### src/rtl/data_ram_arbiter.sv
// rtl/data_ram_arbiter.sv - two-port round-robin arbiter in front of a single-port data RAM
module data_ram_arbiter #(
    parameter int DW    = 16,
    parameter int AW    = 16,
    parameter int DEPTH = 256
) (
    input  logic          CLK,
    input  logic          RST,
    input  logic          req0,
    input  logic          req1,
    input  logic          we0,
    input  logic          we1,
    input  logic [AW-1:0] addr0,
    input  logic [AW-1:0] addr1,
    input  logic [DW-1:0] wdata0,
    input  logic [DW-1:0] wdata1,
    output logic          gnt0,
    output logic          gnt1,
    output logic          ack0,
    output logic          ack1,
    output logic [DW-1:0] rdata,
    output logic          err,
    output logic [AW-1:0] ram_addr,
    output logic          ram_we,
    output logic [DW-1:0] ram_din,
    input  logic [DW-1:0] ram_dout
);

    typedef enum logic [1:0] {IDLE, ACCESS, DONE} state_t;

    localparam logic [AW:0] DEPTH_LIM = (AW+1)'(DEPTH);

    state_t state;
    state_t nextState;
    logic   weLatched;
    logic   prio;       // 0: port 0 wins a tie, 1: port 1 wins a tie
    logic   pick1;
    logic   inRange;

    assign pick1   = req1 & (~req0 | prio);
    assign inRange = ({1'b0, ram_addr} < DEPTH_LIM);
    assign ram_we  = (state == ACCESS) & weLatched & inRange;

    always_ff @(posedge CLK or posedge RST) begin
        if (RST) begin
            state <= IDLE;
        end else begin
            state <= nextState;
        end
    end

    always_comb begin
        nextState = state;
        case (state)
            IDLE:    if (req0 | req1) nextState = ACCESS;
            ACCESS:  nextState = DONE;
            DONE:    nextState = IDLE;
            default: nextState = IDLE;
        endcase
    end

    always_ff @(posedge CLK or posedge RST) begin
        if (RST) begin
            gnt0      <= 1'b0;
            gnt1      <= 1'b0;
            ack0      <= 1'b0;
            ack1      <= 1'b0;
            err       <= 1'b0;
            rdata     <= '0;
            ram_addr  <= '0;
            ram_din   <= '0;
            weLatched <= 1'b0;
            prio      <= 1'b0;
        end else begin
            case (state)
                IDLE: begin
                    if (req0 | req1) begin
                        if (pick1) begin
                            ram_addr  <= addr1;
                            ram_din   <= wdata1;
                            weLatched <= we1;
                            gnt1      <= 1'b1;
                            prio      <= 1'b0;
                        end else begin
                            ram_addr  <= addr0;
                            ram_din   <= wdata0;
                            weLatched <= we0;
                            gnt0      <= 1'b1;
                            prio      <= 1'b1;
                        end
                    end
                end
                ACCESS: begin
                    // ram_dout is sampled before the RAM applies this edge's write
                    rdata <= inRange ? ram_dout : '0;
                    err   <= ~inRange;
                    ack0  <= gnt0;
                    ack1  <= gnt1;
                end
                DONE: begin
                    gnt0 <= 1'b0;
                    gnt1 <= 1'b0;
                    ack0 <= 1'b0;
                    ack1 <= 1'b0;
                    err  <= 1'b0;
                end
                default: begin
                    gnt0 <= 1'b0;
                    gnt1 <= 1'b0;
                end
            endcase
        end
    end

endmodule

### config.mk
export PLATFORM = sky130hd
export DESIGN_NAME = data_ram_arbiter
export DESIGN_NICKNAME = d
export VERILOG_FILES = /design/src/rtl/data_ram_arbiter.sv
export SDC_FILE = /design/constraint.sdc
export NUM_CORES = 1
export LEC_CHECK = 0
export CAP_MARGIN = 20
export CELL_PAD_IN_SITES_DETAIL_PLACEMENT = 1
export CELL_PAD_IN_SITES_GLOBAL_PLACEMENT = 2
export CORE_MARGIN = 2
export CORE_UTILIZATION = 22
export CTS_BUF_LIST = sky130_fd_sc_hd__clkbuf_8 sky130_fd_sc_hd__clkbuf_16
export DETAILED_ROUTE_END_ITERATION = 7
export PLACE_DENSITY_LB_ADDON = 0.25
export SKIP_CTS_REPAIR_TIMING = 1
export SLEW_MARGIN = 20
export SYNTH_ARGS = -nofsm -noshare
export SYNTH_HDL_FRONTEND = slang
export SYNTH_SLANG_ARGS = --single-unit
### constraint.sdc
create_clock -name CLK -period 1.7 [get_ports CLK]
set_input_delay 0.17 -clock CLK [delete_from_list [all_inputs] [get_ports CLK]]
set_output_delay 0.17 -clock CLK [all_outputs]
set_load 0.05 [all_outputs]
Word level (Yosys, flattened, before mapping)
Index checks and enable logic that the tools add are counted.
W data, S select, Z words.
{"block": "op_classes", "mux": 16, "order_cmp": 1, "n_eq_ne": 5, "n_bitwise": 8, "reduce_logical": 5}
{"op": "$mux W16", "count": 3}
{"op": "$lt A16 B9 Y1 const B", "count": 1}
{"op": "$pmux W1 S2", "count": 5}
{"op": "$mux W1", "count": 6}
{"op": "$ne A2 B2 Y1 const B", "count": 3}
{"op": "$reduce_and A3 Y1", "count": 2}
{"op": "$pmux W2 S2", "count": 1}
{"op": "$and A1 B1 Y1", "count": 3}
{"op": "$not A1 Y1", "count": 3}
{"op": "$eq A2 B1 Y1 const B", "count": 1}
{"op": "$eq A2 B2 Y1 const B", "count": 1}
{"op": "$logic_not A2 Y1", "count": 1}
{"op": "$mux W2", "count": 1}
{"op": "$or A1 B1 Y1", "count": 2}
{"op": "$reduce_and A2 Y1", "count": 1}
{"op": "$reduce_bool A2 Y1", "count": 1}
{"block": "totals", "ff_bits": 57, "word_cells": 46}

Logic depth before layout (Yosys ltp)
Gate-level depths: netlist of the first run.
{"block": "depth", "depth_word": 6, "mapped_depth": 7, "mapped_depth_nobuf": 5}

Worst setup path after synthesis of the first run
No wires, ideal clock.
{"block": "synth_path", "kind": "register to output", "start": "register ram_addr[15]", "end": "output port ram_we", "required_time_ns": 1.530, "slack_ns": -0.417, "path_stages_with_launch": 5, "arrival_time_ns": 1.947, "cell_sequence": "dfrtp_1 > nor4_2 > nand2_2 > buf_6 > nor2_1"}
{"block": "synth_between", "elab_chain_cells": 2}
{"item": "start: declaration", "line_no": "23", "text": "output logic [AW-1:0] ram_addr,"}
{"item": "start signal: assignment", "line_no": "79", "text": "ram_addr <= addr1;"}
{"item": "start signal: assignment", "line_no": "85", "text": "ram_addr <= addr0;"}
{"item": "$lt A16 B9 Y1", "line_no": "41", "text": "assign inRange = ({1'b0, ram_addr} < DEPTH_LIM);"}
{"item": "$and A1 B1 Y1", "line_no": "42", "text": "assign ram_we = (state == ACCESS) & weLatched & inRange;"}
{"item": "end: declaration", "line_no": "24", "text": "output logic ram_we,"}
No other way between the ends.

Worst setup path after layout of the first run
{"block": "layout_path", "start": "register ram_addr[12]", "end": "output port ram_we"}
The elaborated chain is that of the path after synthesis.

==> impl_metrics.json, run 1 <==
{
  "seqPwrFrac": 0.257,
  "finalSetupViolations": 1,
  "drc_errors": 0,
  "max_cap_violations": 0,
  "synthXorXnorAreaFrac": 0,
  "dp_hpwl_mm": 6.92,
  "reg2reg_slack_ps": 220,
  "wirelength_mm": 9.78,
  "crit_fanout": 3,
  "fin_cells": 581,
  "syn_nets": 372,
  "synthAdderAreaFrac": 0.0139,
  "powerDensity_nw_per_um2": 1850,
  "fin_crit_ps": 1700,
  "yosys.area_share.simple": 0.100,
  "die_w_um": 115,
  "cts_sinks": 57,
  "synth_top_family_by_area": "compound AO/OA/AOI/OAI gates",
  "crit_path_end_kind": "primary output",
  "drt.antenna.violating_nets": 0,
  "clkSlewWorstSetupHoldPaths_ps": 50,
  "core_um2": 12000,
  "fillerInstances": 1394,
  "fmax_ghz": 0.588,
  "whs_ps": 242,
  "final_layout_size_suffix_gt1_frac": 0.175,
  "synth_area_per_cell_um2": 9.55,
  "grt_first_pass_wirelength_mm": 15.6,
  "layout_common_cells": "clkdlybuf4s50_1 (110), dfrtp_1 (55), nor2_1 (38), buf_4 (37), a31oi_1 (36)",
  "synth_warnings": 0,
  "io_buffers": 139,
  "clock_latency_ps": 320,
  "cp.required_ps": 1530,
  "initial_core_util": 0.225,
  "grt_util_all_layers": 0.151,
  "grt_pass1_vias": 2948,
  "dp.cells": 562,
  "grt_max_degree": 35,
  "finalHoldViolations": 0,
  "setup_ws_ps": -0.848,
  "rsz0062_at_grt": "yes",
  "yosys.cell_types.count": 25,
  "dr_total_vias": 2776,
  "drv_slew": 0,
  "combinationalPowerShare": 0.524,
  "final_nets": 518,
  "status": "finished, violations left",
  "switching_power_mw": 3.95,
  "post_drt_wl_per_cell_um": 16.8,
  "hp-class": "input port to async pin",
  "gp_congestion": 0.729,
  "irDropWorstVdd_v": 0.000812,
  "synthMuxAreaShare": 0.00787,
  "synth_cells": 283,
  "syn_to_final_growth_pct": 73.1,
  "tightest_slew_ps": 534,
  "overflow": 0,
  "crit_arrival_ps": 1530,
  "insertedDiodeCount": 0,
  "synth-compound-area-share": 0.293,
  "p_leak_nw": 1.96,
  "final_common_cell": "clkdlybuf4s50_1",
  "drt-pass1-iter-count": 4,
  "timing.slew.headroom": 0.644,
  "criticalPathCategory": "flop to primary output",
  "rows": 40,
  "htreeDepth": 3,
  "syn_area_um2": 2700,
  "cts_tree": "yes",
  "stdcell_area_um2": 4680,
  "ys_seq_area_frac": 0.528,
  "utilization": 0.390,
  "ioPinCount": 140,
  "switching_share": 0.457,
  "antenna_found_initial": 0,
  "fin_crit_sh": 1.00,
  "violations": "setup timing",
  "critPathLaunchType": "flop",
  "root_buffer": "clkbuf_16",
  "cts_max_path_buffers": 2,
  "postPlaceCellArea_um2": 4310,
  "skew_ps": 6.80,
  "clockPowerShare": 0.219,
  "cts_made_buffers": 9,
  "die_h_um": 115,
  "die_area_um2": 13200,
  "p_int_mw": 4.69,
  "vias_per_cell": 4.78,
  "drt_iter0_markers": 91,
  "synth-seq-cells": 57
}
## cell families after synthesis
| group | Yosys count |
|---|---|
| and+or+nand+nor | 65 |
| AOI/OAI and AO/OA | 124 |
| adders and majority gates | 3 |
| buffers and inverters | 32 |
| muxes | 2 |
| DFF | 57 |
## sequential cells by signal (all words and copies together) (netlist names)
signal / cells
weLatched: 1
ack0: 1
ram_addr: 16
state: 2
prio: 1
ram_din: 16
gnt1: 1
rdata: 16
gnt0: 1
ack1: 1
err: 1
## synth_stat cells
library cell | instances | area share
ha_1 | 3 | 0.014
mux2i_1 | 1 | 0.0037
a31oi_1 | 36 | 0.083
buf_6 | 1 | 0.0042
nor2_1 | 39 | 0.054
dfrtp_1 | 57 | 0.53
o21ai_0 | 33 | 0.061
inv_1 | 6 | 0.0083
o21a_1 | 1 | 0.0028
o22ai_1 | 2 | 0.0046
buf_4 | 1 | 0.0028
nor4_2 | 2 | 0.0093
and2b_1 | 1 | 0.0028
nand2_1 | 21 | 0.029
o2bb2ai_1 | 7 | 0.023
buf_2 | 19 | 0.035
o21ai_2 | 1 | 0.0032
nand2_2 | 1 | 0.0023
clkinv_1 | 1 | 0.0014
nand2b_1 | 1 | 0.0023
mux2_2 | 1 | 0.0042
o2bb2ai_2 | 9 | 0.050
a21oi_1 | 34 | 0.063
clkbuf_1 | 4 | 0.0056
a21boi_0 | 1 | 0.0028
## power by group through the flow
stage	clock, mW	combinational, mW	sequential [mW]
2_1_floorplan	0	1.41	3.65
3_3_place_gp	0	4.52	2.20
3_5_place_dp	0	4.57	2.21
4_1_cts	1.95	4.58	2.20
5_1_grt	2.01	4.87	2.29
6_report	1.90	4.53	2.22
## final timing paths
check | depth (start not counted) | end | startpoint
worst max-delay path | 4 | ram_we | ram_addr[12]
worst min register to register | 1 | rdata[4] | rdata[4]
min in group CLK | 3 | rdata[0] | ram_dout[0]
max in group asynchronous | 3 | state[1] | RST
worst min-delay path | 3 | ram_addr[8] | RST
worst max register to register | 5 | rdata[13] | ram_addr[12]
## area by class of cell
type | instances | area (um^2) | share of cell area
clock buffers | 9 | 225 | 0.0481
clock inverters | 7 | 86.3 | 0.0184
inverters | 7 | 26.3 | 0.00561
multi-input cells | 194 | 1150 | 0.246
flip-flops and latches | 57 | 1430 | 0.305
well taps | 147 | 184 | 0.0393
repair buffers | 160 | 1580 | 0.337
## routing by layer
layer | routed length (um) | vias up | GRT usage
met5 | 0 | - | 0
met4 | 121 | 0 | 0.0458
met3 | 682 | 11 | 0.0422
met2 | 4760 | 101 | 0.251
met1 | 4220 | 1356 | 0.191
li1 | - | 1308 | -
## critical path: stages, from the launching register on
cell and delay [ps]:
dfrtp_1 420, nor4_4 370, nand2_2 140, nor2_4 140
buf_12 140
## metrics by stage
stage               setup TNS (ps)  setup WS (ps)  power (mW)
CTS                           -156           -156        8.73
global route                  -135           -135        9.17
floorplan                        0           5.36        5.06
detailed placement               0            104        6.78
global placement                 0            163        6.72
finish                      -0.848         -0.848        8.64
No activity file was read; power rests on OpenSTA's default activity.
==> run 2: changes to the inputs <==
Settings changed: PLACE_DENSITY_LB_ADDON 0.25 to 0.08, SKIP_CTS_REPAIR_TIMING 1 to not set.
==> run 2 against run 1 <==
The flow now finishes without violations. Clock skew grew 4.5 ps. Non-clock buffer count is 3 lower. Power is 0.16% lower. Cell count decreased by 0.52%. Critical endpoint unchanged. Largest power group unchanged. Highest routed layer unchanged.
==> impl_metrics.json, run 2 (synthesized netlist as in run 1, its figures left out) <==
{
  "grt_pass1_vias": 2978,
  "dr_total_vias": 2735,
  "drt_iter0_markers": 93,
  "die_h_um": 115,
  "tightest_slew_ps": 516,
  "criticalPathCategory": "flop to primary output",
  "top_regs": "ram_addr (16), ram_din (16), rdata (16)",
  "die_area_um2": 13200,
  "cts_tree": "yes",
  "overflow": 0,
  "dp_hpwl_mm": 6.98,
  "hold_buffers": 0,
  "status": "finished clean",
  "irDropWorstVdd_v": 0.000664,
  "wirelength_mm": 10.0,
  "drv_slew": 0,
  "multiInputGateArea_um2": 1150,
  "cts_max_path_buffers": 2,
  "final_common_cell": "clkdlybuf4s50_1",
  "post_drt_wl_per_cell_um": 17.4,
  "whs_ps": 222,
  "grt_max_degree": 58,
  "place_ws_ps": 154,
  "htreeDepth": 3,
  "die_w_um": 115,
  "cp.required_ps": 1530,
  "rows": 40,
  "io_buffers": 139,
  "core_um2": 12000,
  "drt-pass1-iter-count": 4,
  "final_nets": 515,
  "finalHoldViolations": 0,
  "crit_fanout": 3,
  "clkSlewWorstSetupHoldPaths_ps": 60,
  "seqCellArea_um2": 1430,
  "powerDensity_nw_per_um2": 1860,
  "vias_per_cell": 4.73,
  "drc_errors": 0,
  "cts_sinks": 57,
  "fin_crit_ps": 1670,
  "syn_to_final_growth_pct": 72.0,
  "gp_congestion": 0.701,
  "antenna_found_initial": 0,
  "insertedDiodeCount": 0,
  "drt.antenna.violating_nets": 0,
  "fmax_ghz": 0.598,
  "reg2reg_depth": 6,
  "setup_ws_ps": 27.6,
  "finalSetupViolations": 0,
  "crit_path_end_kind": "primary output",
  "fillerInstances": 1392,
  "initial_core_util": 0.225,
  "max_cap_violations": 0,
  "final_layout_size_suffix_gt1_frac": 0.176,
  "crit_arrival_ps": 1500,
  "root_buffer": "clkbuf_16",
  "timing.slew.headroom": 0.655,
  "fin_crit_sh": 0.984,
  "cts_made_buffers": 9,
  "p_leak_nw": 2.02,
  "grt_first_pass_wirelength_mm": 15.9,
  "layout_common_cells": "clkdlybuf4s50_1 (103), dfrtp_1 (54), nor2_1 (38), a31oi_1 (36), buf_4 (36)",
  "rsz0062_at_grt": "yes",
  "hp-class": "input port to async pin",
  "ioPinCount": 140,
  "clock_latency_ps": 330,
  "critPathLaunchType": "flop",
  "grt_util_all_layers": 0.157,
  "skew_ps": 11.3
}
## run 2: changes by cell type in the layout (fill, tap and decap cells not counted), moves of 2 or more
| cell | previous run | this run |
|---|---|---|
| clkdlybuf4s50_1 | 110 | 103 |
| dlymetal6s2s_1 | 8 | 11 |
| clkinv_4 | 0 | 2 |
| dlygate4sd2_1 | 0 | 2 |
## run 2: what timing repair did
item,4_1_cts,5_1_grt
endpoints found under the setup margin,3,12
setup buffers,0,1
gates resized for setup,4,12
pin swaps,0,1
## run 2: worst paths after layout
check | slack, ps | startpoint | end
max | 30 | ram_addr[12] | ram_we
min | 220 | RST | ram_addr[3]
max reg2reg | 190 | state[1] | ram_din[8]
min reg2reg | 480 | rdata[6] | rdata[6]
max in group asynchronous | 1180 | RST | ram_addr[12]
min in group CLK | 220 | req1 | prio
## run 2: routing by layer
metal	share of wire	GRT usage	wire (um)
met1	0.45	0.199	4480
met2	0.48	0.256	4790
met3	0.071	0.0543	713
met4	0.0061	0.0386	61
met5	0	0	0
## run 2: power by group
group          internal (mW)  total [mW]  switching (mW)
clock                   1.28        1.97           0.683
combinational           1.50        4.45            2.94
sequential              1.85        2.22           0.362
## run 2: through the flow
stage,setup TNS (ps),std cells,power (mW),area [um^2],util
detailed placement,0,561,6.72,4280,0.356
CTS,-22.3,577,8.76,4610,0.384
global placement,0,561,6.68,4280,0.356
floorplan,0,283,5.06,2710,-
global route,-51.7,578,9.18,4650,0.387
finish,0,578,8.63,4650,0.387
## run 2: final cells by class
| class | count | area share |
|---|---|---|
| flip-flops and latches | 57 | 0.308 |
| inverters | 7 | 0.00565 |
| well taps | 147 | 0.0396 |
| multi-input cells | 194 | 0.247 |
| clock inverters | 7 | 0.0205 |
| repair buffers | 157 | 0.332 |
| clock buffers | 9 | 0.0484 |
## run 2: worst max-delay path, cell delays in order (launching register included)
cell and delay (ps):
dfrtp_2 440, nor4_4 320, nand2_2 140, nor2_4 140
buf_12 140
